==> src/rtl/corner_scan_ctrl.sv <==
// corner_scan_ctrl: walks the 24 corner facelets through the index table and packs
// the 3-bit colour codes read from a start-time snapshot of the cube state.
module corner_scan_ctrl #(
  parameter int STATE_W = 162
) (
  input  logic               clock,
  input  logic               reset_n,
  input  logic               start,
  input  logic               abort,
  input  logic [STATE_W-1:0] cubestate,
  output logic [4:0]         corner_num,
  input  logic [7:0]         ind,
  output logic               busy,
  output logic               done,
  output logic               corners_valid,
  output logic [71:0]        corners,
  output logic               range_err
);
  typedef enum logic [1:0] {IDLE, SCAN, DRAIN} state_t;
  state_t             r_state, w_state;
  logic [4:0]         r_cnt, w_cnt;
  logic               r_t1_v, r_t2_v, w_t1_v;
  logic [4:0]         r_t1_id, r_t2_id, w_t1_id;
  logic [STATE_W-1:0] r_snap;
  logic [71:0]        r_corners;
  logic               r_done, r_valid, r_err;
  logic               w_flush, w_start, w_cap, w_last, w_oor;
  logic [2:0]         w_code;
  assign w_flush = abort && (r_state != IDLE);
  assign w_cap   = r_t2_v && !w_flush;
  assign w_last  = w_cap && (r_t2_id == 5'd23);
  // ind is 8 bits wide, so offsets past the snapshot are caught here rather than wrapped
  assign w_oor   = (int'(ind) + 2) >= STATE_W;
  assign w_code  = 3'(r_snap >> ind);
  always_comb begin
    w_state = r_state;
    w_cnt   = r_cnt;
    w_t1_v  = 1'b0;
    w_t1_id = 5'd0;
    w_start = 1'b0;
    if (w_flush) begin
      w_state = IDLE;
      w_cnt   = 5'd0;
    end else begin
      case (r_state)
        IDLE: begin
          w_start = start;
          w_t1_v  = start;
          w_state = start ? SCAN : IDLE;
        end
        SCAN: begin
          w_cnt   = r_cnt + 5'd1;
          w_t1_v  = 1'b1;
          w_t1_id = r_cnt + 5'd1;
          w_state = (r_cnt == 5'd22) ? DRAIN : SCAN;
        end
        DRAIN: begin
          w_state = w_last ? IDLE : DRAIN;
          w_cnt   = w_last ? 5'd0 : r_cnt;
        end
        default: w_state = IDLE;
      endcase
    end
  end
  always_ff @(posedge clock or negedge reset_n) begin
    if (!reset_n) begin
      r_state <= IDLE;
      r_cnt   <= 5'd0;
    end else begin
      r_state <= w_state;
      r_cnt   <= w_cnt;
    end
  end
  // tags follow each issued index through the table's one-cycle latency
  always_ff @(posedge clock or negedge reset_n) begin
    if (!reset_n) begin
      r_t1_v    <= 1'b0;
      r_t1_id   <= 5'd0;
      r_t2_v    <= 1'b0;
      r_t2_id   <= 5'd0;
      r_snap    <= '0;
      r_corners <= '0;
      r_done    <= 1'b0;
      r_valid   <= 1'b0;
      r_err     <= 1'b0;
    end else begin
      r_t1_v  <= w_t1_v;
      r_t1_id <= w_t1_id;
      r_t2_v  <= r_t1_v && !w_flush;
      r_t2_id <= r_t1_id;
      r_done  <= w_last;
      if (w_start) begin
        r_snap  <= cubestate;
        r_valid <= 1'b0;
        r_err   <= 1'b0;
      end
      if (w_cap) begin
        r_corners[7'(69 - 3 * int'(r_t2_id)) +: 3] <= w_oor ? 3'b000 : w_code;
        if (w_oor) r_err <= 1'b1;
      end
      if (w_last) r_valid <= 1'b1;
    end
  end
  assign corner_num    = r_cnt;
  assign busy          = (r_state != IDLE);
  assign done          = r_done;
  assign corners_valid = r_valid;
  assign corners       = r_corners;
  assign range_err     = r_err;
endmodule

==> config.mk <==
export PLATFORM = sky130hd
export DESIGN_NAME = corner_scan_ctrl
export DESIGN_NICKNAME = d
export VERILOG_FILES = /design/src/rtl/corner_scan_ctrl.sv
export SDC_FILE = /design/constraint.sdc
export NUM_CORES = 1
export LEC_CHECK = 0
export CAP_MARGIN = 5
export CORE_UTILIZATION = 42
export DETAILED_ROUTE_END_ITERATION = 8
export PLACE_DENSITY = 0.65
export SYNTH_ARGS = -nofsm -noshare
export SYNTH_HDL_FRONTEND = slang
export SYNTH_SLANG_ARGS = --single-unit
==> constraint.sdc <==
create_clock -name clock -period 3.68 [get_ports clock]
set_input_delay 0.552 -clock clock [delete_from_list [all_inputs] [get_ports clock]]
set_output_delay 0.552 -clock clock [all_outputs]
set_load 0.01 [all_outputs]
* Word level (Yosys, flattened, before mapping)
Cells that the tools add are included.
** Word-level totals
- Logic and storage cells :: 56
- Register bits after elaboration :: 256
** Operators by class
- Reductions and logical operators :: 10
- Equality and inequality tests :: 5
- $lt $le $gt $ge :: 1
- $add $sub $neg :: 4
- Multiplexer cells :: 21
- Shifts and indexed selects :: 3
- Multiply operators :: 1
** Operators with widths (count)
- $shr 162x8->3 :: 1
- $bwmux 72 :: 1
- $shift 3x8->72 const A :: 1
- $shiftx 3x8->72 :: 1
- $mux 5 :: 4
- $eq 5x5->1 const B :: 2
- $pmux 5 s2 :: 1
- $add 8x2->9 const B :: 1
- $ge 9x8->1 const B :: 1
- $mux 1 :: 9
- $neg 7->8 :: 1
- $mul 2x5->7 const A :: 1
- $sub 7x7->7 const A :: 1
- $mux 2 :: 3
- $pmux 2 s3 :: 1
- $add 5x1->5 const B :: 1
- $logic_and 1x1->1 :: 4
- $reduce_bool 2->1 :: 2
- $mux 3 :: 1
- $ne 3x3->1 const B :: 1
- $reduce_bool 3->1 :: 1
- $eq 2x1->1 const B :: 1
- $eq 2x2->1 const B :: 1
- $logic_not 2->1 :: 1
- 3 further kinds :: 3

* Depth between registers and ports, before layout
Gate-level depths: netlist (run 1).
- Word-level depth :: 8
- Mapped depth :: 14
- Mapped depth without buffers :: 11

* Least setup slack after synthesis (run 1)
OpenSTA, ideal clock, no wires.
- Path type :: register to register
- From :: reg r_t2_id[0]
- To :: reg r_corners[34] (netlist: corners[34])
- Cell stages (with the launch flop) :: 11
- Arrival :: 3.166 ns
- Period minus slack after synthesis :: 3.292 ns
- Buffers on the path :: 0
- Setup slack :: 0.388 ns
- Cell sequence :: dfrtp_1 ha_1 fa_1 xor2_1 and3_1 o21ai_1 a211oi_2 o2111a_1 nand3_1 a22o_1 o32a_1
** On the way
- Cells in the longest elaborated chain, start to end :: 5
- Elaborated cells on any way between the ends :: 6
- Those cells by class :: add/sub: 2; mul: 1; shift: 2; mux: 1
** RTL lines
- start, declared :: line 23 : logic [4:0] r_t1_id, r_t2_id, w_t1_id;
- start signal, assigned :: line 90 : r_t2_id <= r_t1_id;
- $mul 2x5->7 * :: line 98 : r_corners[7'(69 - 3 * int'(r_t2_id)) +: 3] <= w_oor ? 3'b000 : w_code;
- $sub 7x7->7 * :: line 98
- $neg 7->8 * :: line 98
- $shiftx 3x8->72 / $shift 3x8->72 (equally long branches) :: line 98
- $bwmux 72 * :: line 98
- end signal, assigned by index :: line 98
- end, declared :: line 25 : logic [71:0] r_corners;
Mark *: on every way between the ends. The rest lies on a longest branch, timed or not.
A chain may end at the register's enable or synchronous reset.

* Final worst setup path (run 1)
- From :: reg r_t2_id[0]
- To :: reg r_corners[14] (netlist: corners[14])
Same word-level chain as after synthesis.

==> results.sh, run 1 <==
export IMPL_avgViaCountPerCell=5.76
export IMPL_hold_viol=0
export IMPL_yosys_register_bits=256
export IMPL_rrSetupSlack_ns=0.12
export IMPL_grt_pass1_wl_um=77900
export IMPL_end_kind="flop"
export IMPL_synth_area_leaders="dfrtp_1, nand2_1, mux4_2"
export IMPL_cp_endpoint="corners[14]"
export IMPL_dp_cells=2370
export IMPL_clock_sinks=256
export IMPL_core_um2=35800
export IMPL_worstPathRequired_ns=4.15
export IMPL_synthArstFlopShare=1.00
export IMPL_yosys_most_used_dff="dfrtp_1"
export IMPL_cts_path_max_buffers=3
export IMPL_finalCritPeriodShare=0.966
export IMPL_grt_max_degree=99
export IMPL_io_buffers=254
export IMPL_insertion_delay_ns=0.56
export IMPL_hpwl_um=37600
export IMPL_p_leak_nw=9.08
export IMPL_hp_class="reg -> reg"
export IMPL_layout_drive_gt1_share=0.158
export IMPL_avgRoutedWirePerCell_um=20.4
export IMPL_power_density_nw_per_um2=495
export IMPL_ant_nets=0
export IMPL_yosysMostFrequentCell="nand2_1"
export IMPL_start_util=0.430
export IMPL_synth_top_area_share=0.415
export IMPL_h_tree_depth=1
export IMPL_gp_congestion=0.989
export IMPL_syn_inst=1640
export IMPL_areaGrowthSynthToFinish_pct=30.4
export IMPL_r2r_start="r_t2_id[0]"
export IMPL_dr_pass1_iters=5
export IMPL_rsz0062_at_grt="yes"
export IMPL_cts_root_buf="clkbuf_16"
export IMPL_die_height_um=194
export IMPL_vias=14000
export IMPL_routed_wl_um=49400
export IMPL_maxCapViolCount=0
export IMPL_clock_skew_ns=0.0130
export IMPL_synth_warning_count=0
export IMPL_fin_nets=2130
export IMPL_cts_buffers=28
export IMPL_die_area_um2=37500
export IMPL_synth_area_leader_cell="dfrtp_1"
export IMPL_cp_arrival_ns=4.03
export IMPL_r2r_end="corners[14]"
export IMPL_synth_edf_count=0
export IMPL_rows=69
export IMPL_critPathLaunch="r_t2_id[0]"
export IMPL_cp_max_fo=7
export IMPL_synth_distinct_cells=92
export IMPL_start_kind="flop"
export IMPL_ys_seq_area_frac=0.415
export IMPL_grt_pass1_vias=13900
export IMPL_min_period_ns=3.56
export IMPL_syn_mean_instance_area_um2=9.40
export IMPL_ir_worst_vdd_mv=0.346
export IMPL_tightest_slew_ns=0.774
export IMPL_syn_cell_area_um2=15400
export IMPL_r2r_cells=13
export IMPL_slew_headroom=0.482
export IMPL_fp_dieW_um=194
export IMPL_slew_viol_final=0
export IMPL_cts_tree="done"
export IMPL_utilization=0.561
export IMPL_ios=255
export IMPL_fmax_mhz=281
export IMPL_antenna_found_initial=1
export IMPL_finalNonFillerCells=2427
export IMPL_clk_pin_slew_ns=0.06
export IMPL_grt_ovfl_total=0
export IMPL_grt_usage=0.261
export IMPL_syn_num_nets=1828
export IMPL_drtIter0Drc=969
export IMPL_drc=0
export IMPL_status="finished clean"
export IMPL_ys_top_cells_by_count="nand2_1, dfrtp_1, nor2_1, mux4_2, mux2i_1"
export IMPL_path_class="reg -> reg"
export IMPL_finalSetupViolCount=0
[report_power, final]
part	switching, W	internal (W)
logic	0.00165	0.00140
clock network	0.00121	0.00193
registers	0.000503	0.00326
[layout by cell type (no fill, tap or decap), drive strengths merged, types with 20 or more instances in the layout]
cell / synthesis / final
nand2: 553 / 553
dfrtp: 256 / 256
clkdlybuf4s50: 0 / 250
buf: 54 / 129
nor2: 96 / 96
mux4: 76 / 76
mux2i: 66 / 66
a21oi: 64 / 64
a31oi: 41 / 41
clkbuf: 54 / 41
nand3: 28 / 28
nor3: 26 / 26
o21ai: 26 / 26
nor4: 23 / 23
a41oi: 21 / 21
inv: 19 / 20
[layer usage]
layer  share of wire  vias to the layer above  global-route usage  wire (µm)
met1            0.42                     6822               0.342      20900
met3           0.060                      112              0.0386       2970
li1                -                     6484                   -          -
met5         0.00028                        -                   0         14
met2            0.48                      568               0.441      23800
met4           0.036                        2              0.0895       1780
[state kept, by name, summed over array words and instances, names as in the netlist]
signal / cells
r_t1_id: 5
corners_valid: 1
r_t2_v: 1
corner_num: 5
range_err: 1
corners: 72
r_snap: 162
r_t1_v: 1
done: 1
r_t2_id: 5
r_state: 2
[cell type report]
cell class | instances | area, µm²
Tap cell | 461 | 577
Fill cell | 3157 | 15700
Antenna cell | 2 | 5.00
Clock buffer | 41 | 841
Inverter | 20 | 75.1
Clock inverter | 11 | 195
Multi-Input combinational cell | 1256 | 8370
Timing Repair Buffer | 380 | 3640
Sequential cell | 256 | 6410
[kinds of logic (layout without fill, tap and decap cells)]
kind of cell,count (synthesis),in the layout,synth area share
buffers and inverters,128,452,0.0471
muxes,156,156,0.164
DFF,256,256,0.415
xor gates and xnor gates,12,12,0.00730
other,0,2,0
and+or+nand+nor,797,797,0.217
adders and majority gates,14,14,0.0118
AOI/OAI and AO/OA,277,277,0.138
[through the flow]
stage / worst slack, ns / TNS [ns] / area (µm²) / total power (W) / hold slack [ns]
2_1_floorplan: 0.388 / 0 / 15400 / 0.00541 / 0.256
5_1_grt: -0.133 / -0.462 / 20100 / 0.0104 / 0.356
6_report: 0.125 / 0 / 20100 / 0.00995 / 0.349
3_5_place_dp: 0.0540 / 0 / 19000 / 0.00677 / 0.336
4_1_cts: 0.0854 / 0 / 20000 / 0.00994 / 0.350
3_3_place_gp: 0.152 / 0 / 19000 / 0.00672 / 0.334
[worst max-delay path: stages (launching register included)]
cell and delay, ns:
dfrtp_1 0.37, ha_1 0.31, inv_1 0.08, ha_1 0.36
and3b_1 0.21, o21a_1 0.25, o21a_1 0.27, buf_4 0.16
nor2_1 0.37, o2111ai_1 0.34, nor4_1 0.40, buf_4 0.19
nor2_1 0.03, a31oi_1 0.13
[repair_timing]
| item | 4_1_cts | 5_1_grt |
|---|---|---|
| endpoints found under the setup margin | 0 | 23 |
| hold buffers | 1 | 0 |
| setup buffers | 0 | 2 |
| hold endpoints to repair | 41 | 0 |
| gates resized for setup | 0 | 10 |
[how the worst min path moves through the flow]
stage          startpoint       endpoint  slack (ns)  cells after the start
2_1_floorplan     reset_n  corner_num[0]        0.26                      0
3_3_place_gp   r_t1_id[2]     r_t2_id[2]        0.33                      0
3_5_place_dp   r_t1_id[3]     r_t2_id[3]        0.34                      0
4_1_cts        r_t1_id[3]     r_t2_id[3]        0.35                      0
5_1_grt        r_t1_id[1]     r_t2_id[1]        0.36                      0
6_report       r_t1_id[1]     r_t2_id[1]        0.35                      0
No activity file was read; power rests on OpenSTA's default activity.
==> inputs of run 2 (changes only) <==
--- a/config.mk
+++ b/config.mk
@@ -9,6 +9,7 @@
 export CORE_UTILIZATION = 42
 export DETAILED_ROUTE_END_ITERATION = 8
 export PLACE_DENSITY = 0.65
+export SLEW_MARGIN = 20
 export SYNTH_ARGS = -nofsm -noshare
 export SYNTH_HDL_FRONTEND = slang
 export SYNTH_SLANG_ARGS = --single-unit
==> results of run 2 <==
The final DEF is identical to that of run 1; final timing and power are the same.
